[config.mk]
export PLATFORM = sky130hd
export DESIGN_NAME = axi_lite_protocol_monitor
export DESIGN_NICKNAME = d
export VERILOG_FILES = /design/src/rtl/axi_lite_protocol_monitor.sv
export SDC_FILE = /design/constraint.sdc
export NUM_CORES = 1
export LEC_CHECK = 0
export CORE_MARGIN = 4
export CORE_UTILIZATION = 46
export DETAILED_ROUTE_END_ITERATION = 12
export HOLD_SLACK_MARGIN = 0.02
export PLACE_DENSITY_LB_ADDON = 0.2
export SYNTH_ARGS = -nofsm -noshare
export SYNTH_HDL_FRONTEND = slang
export SYNTH_SLANG_ARGS = --single-unit
[constraint.sdc]
create_clock -name clk -period 7.4 [get_ports clk]
set_input_delay 1.85 -clock clk [delete_from_list [all_inputs] [get_ports clk]]
set_output_delay 1.85 -clock clk [all_outputs]
set_load 0.1 [all_outputs]
[src/rtl/axi_lite_protocol_monitor.sv]
// axi_lite_protocol_monitor: passive AXI-Lite checker with sticky violation flags and first-error capture
module axi_lite_protocol_monitor #(
  parameter int ADDR_W    = 32,
  parameter int DATA_W    = 32,
  parameter int MAX_OUTST = 4,
  parameter int TIMEOUT   = 256
) (
  input  logic                clk,
  input  logic                rst,
  input  logic                aw_valid,
  input  logic                aw_ready,
  input  logic [ADDR_W-1:0]   aw_addr,
  input  logic [2:0]          aw_prot,
  input  logic                w_valid,
  input  logic                w_ready,
  input  logic [DATA_W-1:0]   w_data,
  input  logic [DATA_W/8-1:0] w_strb,
  input  logic                b_valid,
  input  logic                b_ready,
  input  logic [1:0]          b_resp,
  input  logic                ar_valid,
  input  logic                ar_ready,
  input  logic [ADDR_W-1:0]   ar_addr,
  input  logic [2:0]          ar_prot,
  input  logic                r_valid,
  input  logic                r_ready,
  input  logic [DATA_W-1:0]   r_data,
  input  logic [1:0]          r_resp,
  input  logic                err_clear,
  output logic [15:0]         err_flags,
  output logic                err_any,
  output logic [3:0]          first_err,
  output logic [3:0]          wr_outst,
  output logic [3:0]          rd_outst
);
  localparam int PA = ADDR_W + 3;
  localparam int PD = DATA_W + DATA_W / 8 + 2;
  localparam int PW = PA > PD ? PA : PD;
  localparam int TW = TIMEOUT < 1 ? 1 : $clog2(TIMEOUT + 1);
  localparam logic [3:0] MX = 4'(MAX_OUTST);
  localparam logic [TW-1:0] TMAX = TW'(TIMEOUT);
  localparam logic [TW-1:0] TLAST = TW'(TIMEOUT - 1);
  logic [4:0] v, rdy, st_q;
  logic [PW-1:0] pl [5];
  logic [PW-1:0] cap [5];
  logic [9:0] stab;
  logic [15:0] viol;
  logic [3:0] aw_cnt, w_cnt, rd_cnt;
  logic [TW-1:0] wt, rt;
  logic aw_hs, w_hs, b_hs, ar_hs, r_hs;
  logic b_bad, b_dec, r_bad, r_dec, aw_ovf, w_ovf, ar_ovf, wt_viol, rt_viol;
  assign v     = {r_valid, ar_valid, b_valid, w_valid, aw_valid};
  assign rdy   = {r_ready, ar_ready, b_ready, w_ready, aw_ready};
  assign pl[0] = PW'({aw_addr, aw_prot});
  assign pl[1] = PW'({w_data, w_strb});
  assign pl[2] = PW'(b_resp);
  assign pl[3] = PW'({ar_addr, ar_prot});
  assign pl[4] = PW'({r_data, r_resp});
  assign aw_hs = aw_valid & aw_ready;
  assign w_hs  = w_valid & w_ready;
  assign b_hs  = b_valid & b_ready;
  assign ar_hs = ar_valid & ar_ready;
  assign r_hs  = r_valid & r_ready;
  // a response is only legal once both address and data of a write have been accepted
  assign b_bad  = b_hs & (aw_cnt == 4'd0 | w_cnt == 4'd0);
  assign b_dec  = b_hs & !b_bad;
  assign r_bad  = r_hs & rd_cnt == 4'd0;
  assign r_dec  = r_hs & !r_bad;
  assign aw_ovf = aw_hs & !b_dec & aw_cnt == MX;
  assign w_ovf  = w_hs & !b_dec & w_cnt == MX;
  assign ar_ovf = ar_hs & !r_dec & rd_cnt == MX;
  // fires only on the cycle the timer steps onto TIMEOUT, so each stall reports once
  assign wt_viol = TIMEOUT != 0 && aw_cnt != 4'd0 && !b_hs && wt == TLAST;
  assign rt_viol = TIMEOUT != 0 && rd_cnt != 4'd0 && !r_hs && rt == TLAST;
  always_comb begin
    stab = '0;
    for (int i = 0; i < 5; i++) begin
      stab[2*i]   = st_q[i] & !v[i];
      stab[2*i+1] = st_q[i] & v[i] & (pl[i] != cap[i]);
    end
  end
  assign viol = {rt_viol, wt_viol, ar_ovf, aw_ovf | w_ovf, r_bad, b_bad, stab};
  function automatic logic [3:0] lowest(input logic [15:0] x);
    lowest = 4'd0;
    for (int i = 15; i >= 0; i--) if (x[i]) lowest = 4'(i);
  endfunction
  always_ff @(posedge clk or posedge rst) begin
    if (rst) begin
      st_q <= '0;
      for (int i = 0; i < 5; i++) cap[i] <= '0;
    end else begin
      st_q <= v & ~rdy;
      for (int i = 0; i < 5; i++) cap[i] <= pl[i];
    end
  end
  always_ff @(posedge clk or posedge rst) begin
    if (rst) begin
      aw_cnt <= '0;
      w_cnt  <= '0;
      rd_cnt <= '0;
      wt     <= '0;
      rt     <= '0;
    end else begin
      aw_cnt <= aw_cnt + 4'(aw_hs & !aw_ovf) - 4'(b_dec);
      w_cnt  <= w_cnt + 4'(w_hs & !w_ovf) - 4'(b_dec);
      rd_cnt <= rd_cnt + 4'(ar_hs & !ar_ovf) - 4'(r_dec);
      wt     <= (b_hs | aw_cnt == 4'd0) ? '0 : wt != TMAX ? wt + 1'b1 : wt;
      rt     <= (r_hs | rd_cnt == 4'd0) ? '0 : rt != TMAX ? rt + 1'b1 : rt;
    end
  end
  always_ff @(posedge clk or posedge rst) begin
    if (rst) begin
      err_flags <= '0;
      first_err <= '0;
    end else begin
      err_flags <= (err_clear ? 16'd0 : err_flags) | viol;
      first_err <= ((err_clear | err_flags == 16'd0) & |viol) ? lowest(viol) :
                   err_clear ? 4'd0 : first_err;
    end
  end
  assign err_any  = |err_flags;
  assign wr_outst = aw_cnt;
  assign rd_outst = rd_cnt;
endmodule

==> results.toml <==
[pwr]
p_per_area_mw_per_mm2 = 282.6
finalPower_mw = 3.080
peakVddDrop_v = 0.0002101
leakagePower_nw = 4.843

[placement]
dp_hpwl_mm = 13.92
place.gp.congestion = 0.8378
place_inst = 1043
place_ws_ns = 2.831
port_buffers = 183

[timing]
rsz0062_at_grt = "false"
fin_crit_sh_pct = 60.42
timing.final.ws_setup_ns = 2.929
setup_viol = 0
slew_headroom_pct = 28.74
tightest_slew_ns = 1.066
fin_crit_ns = 4.471
drv_slew = 0
finalHoldViolCount = 0
fin_skew_ns = 0.009379
tns_ns = 0
max_freq_mhz = 223.6

[synthesis]
synth-simple-area-share_pct = 9.789
yosys_warnings = 0
yosys.area.top_type = "dfrtp_1"
synth-edff-count = 0
synth_top_family_by_area = "XOR/XNOR gates"
syn_inst = 637
synth_area_leaders = "dfrtp_1 (60%), xor2_1 (16%), ha_1 (3.7%)"
synth_top_area_share_pct = 60.17
synth_flop_cell = "dfrtp_1"
synth-compound-area-share_pct = 5.651
syn_area_per_cell_sq_um = 12.86
syn_nets = 819
ys_seq_area_share_pct = 60.17
synth_xor_area_share_pct = 17.10
synthMuxAreaShare_pct = 0.5192
synth-seq-cells = 197
async_flop_share_pct = 100.0
synthAdderAreaFrac_pct = 4.398
syn_area_sq_mm = 0.008193
synthDistinctLibCells = 57

[floorplan]
core-area_sq_mm = 0.01736
initial_utilization_pct = 47.20
fp-row-count = 48
ios = 184
die_y_um = 141.5
die_width_um = 141.5
die_area_sq_mm = 0.02001

[global_route]
grt_max_degree = 131
grt_pass1_wl_mm = 29.91
grt_usage_pct = 18.97
grt-ovfl-total = 0
busiest_layer = "met2"
antenna_found_initial = 1
grt_pass1_vias = 5902
gr-usage-met2_pct = 31.10
use_met3_pct = 6.505
grt_use_met1_pct = 23.67

[setup_path]
crit_fanout = 6
reg2reg_to = "w_cnt[1]$_DFF_PP0_"
critPathBufInv = 1
crit_chain = "nor4_1 > nand4_2 > clkdlybuf4s50_1"
r2r_start = "wr_outst[2]$_DFF_PP0_"
critPathTopFamily = "buffers and inverters"
reg2reg_setup_slack_ns = 4.64
required_ns = 5.55
critPathCaptureType = "output pin"
critPathMaxStageDelay_ns = 1.07
startpoint_type = "register"
r2r_cells = 11
worstPathArrival_ns = 2.62
cpMaxStageDelayCell = "clkdlybuf4s50_1"
worstSetupPathType = "register to output pin"

[drt]
firstDrtPassIters = 5
via_per_inst = 4.993
drc_errors = 0
ant_nets = 0
wl_per_cell_um = 16.87
dr_total_vias = 5367
drt_iter0_drc = 253
wirelength_mm = 18.13

[clock_network]
cts_tree = "yes"
clkTransAtPathRegs_ns = 0.07
insertion_delay_ns = 0.43
root_buffer = "clkbuf_16"
cts_resized = 0
cts_buffers = 17
clock_tree.buffer_depth = 2
htreeDepth = 4
clock-sinks = 197
hold_buffers = 0
postCtsSetupBuffers = 0

[hold_path]
hold_path_depth = 1
hold_path_end = "err_flags[1]$_DFF_PP0_"
hold_class = "register to register"
min_from = "err_flags[1]$_DFF_PP0_"

[flow_run]
drv_cap = 0

[layout]
finalCoreUtilization_pct = 62.80
finalNetCount = 1019
area_delta_synth_final_pct = 33.03
fin_cells = 1075
post_route_cells_drive_above_1_share_pct = 5.882
antenna_cells = 0

[status]
status = "completed"
==> routing by layer <==
| metal | vias to the layer above | part of all wire (%) |
|---|---|---|
| li1 | 2556 | - |
| met1 | 2644 | 43 |
| met2 | 147 | 48 |
| met3 | 18 | 7.3 |
| met4 | 2 | 1.7 |
| met5 | - | 0.044 |
==> metrics by stage <==
stage / area, sq um / hold slack [ns]
2_1_floorplan: 8193 / 0.5025
3_3_place_gp: 10300 / 0.4883
3_5_place_dp: 10300 / 0.5078
4_1_cts: 10900 / 0.5274
5_1_grt: 10900 / 0.5514
6_report: 10900 / 0.5365
==> registers in the layout (all words and copies together) (netlist names) <==
register	flops
cap	142
err_flags	16
first_err	4
rd_outst	4
rt	9
st_q	5
w_cnt	4
wr_outst	4
wt	9
==> report_power, final <==
| group | switching [mW] | leakage (nW) | internal (mW) |
|---|---|---|---|
| clock | 0.421 | 0.292 | 0.509 |
| sequential | 0.0922 | 2.37 | 1.19 |
| combinational | 0.542 | 2.18 | 0.325 |
==> how the worst max path moves through the flow <==
stage,startpoint,slack [ns],cells after the start,endpoint
after floorplan,rst,0.18,1,cap[0]$_DFF_PP0_
after global routing,err_flags[10]$_DFF_PP0_,2.83,3,err_any
after global placement,ar_addr[25],2.90,8,first_err[1]$_DFFE_PP0P_
final,err_flags[10]$_DFF_PP0_,2.93,3,err_any
after detailed placement,ar_addr[25],2.83,8,first_err[1]$_DFFE_PP0P_
after CTS,err_flags[10]$_DFF_PP0_,2.88,3,err_any
==> kinds of logic after synthesis <==
kind of cell / count (synthesis)
buffers and inverters: 50
multiplexers: 4
AO/OA/AOI/OAI: 57
XOR/XNOR: 160
flip-flops: 197
AND/OR/NAND/NOR: 142
adder cells (fa/ha/maj): 27
==> cell usage in the layout (no fill, tap or decap), types with 5 or more instances in the layout <==
master,n
xnor2_1,10
inv_1,46
a31oi_1,6
ha_1,24
nor2_1,31
o21ai_0,8
clkbuf_16,17
a21o_1,7
xor2_1,150
a21oi_1,7
nand2_1,17
dfrtp_1,197
inv_8,5
nand4_1,8
clkdlybuf4s50_1,183
and3_1,6
nand3_1,14
nor4_1,39
==> synth_stat cells (2+ instances only) <==
master,n
nor4_1,39
o21ai_1,3
nor3b_1,3
mux2i_1,2
ha_1,24
fa_1,3
and2_1,2
inv_1,47
a21o_1,7
nand2_1,17
nor4b_1,2
xor2_1,150
a22o_1,2
dfrtp_1,197
and3_1,6
nor2_1,31
a31oi_1,6
nand4_1,8
o41ai_4,3
o31ai_1,2
xnor2_1,10
nor2b_1,2
a21oi_1,7
nor3_1,4
o21ai_0,8
mux2_2,2
o311ai_1,2
o211ai_1,4
nand3_1,14
nand2b_1,2
o221ai_1,2
==> cell type report <==
| type | instances | area, sq um |
|---|---|---|
| Sequential cell | 197 | 4930 |
| Clock buffer | 18 | 429.2 |
| Fill cell | 1343 | 6457 |
| Tap cell | 225 | 281.5 |
| Timing Repair Buffer | 184 | 1839 |
| Multi-Input combinational cell | 390 | 3069 |
| Inverter | 47 | 183.9 |
| Clock inverter | 14 | 166.4 |
(Power assumes the default switching activity.)
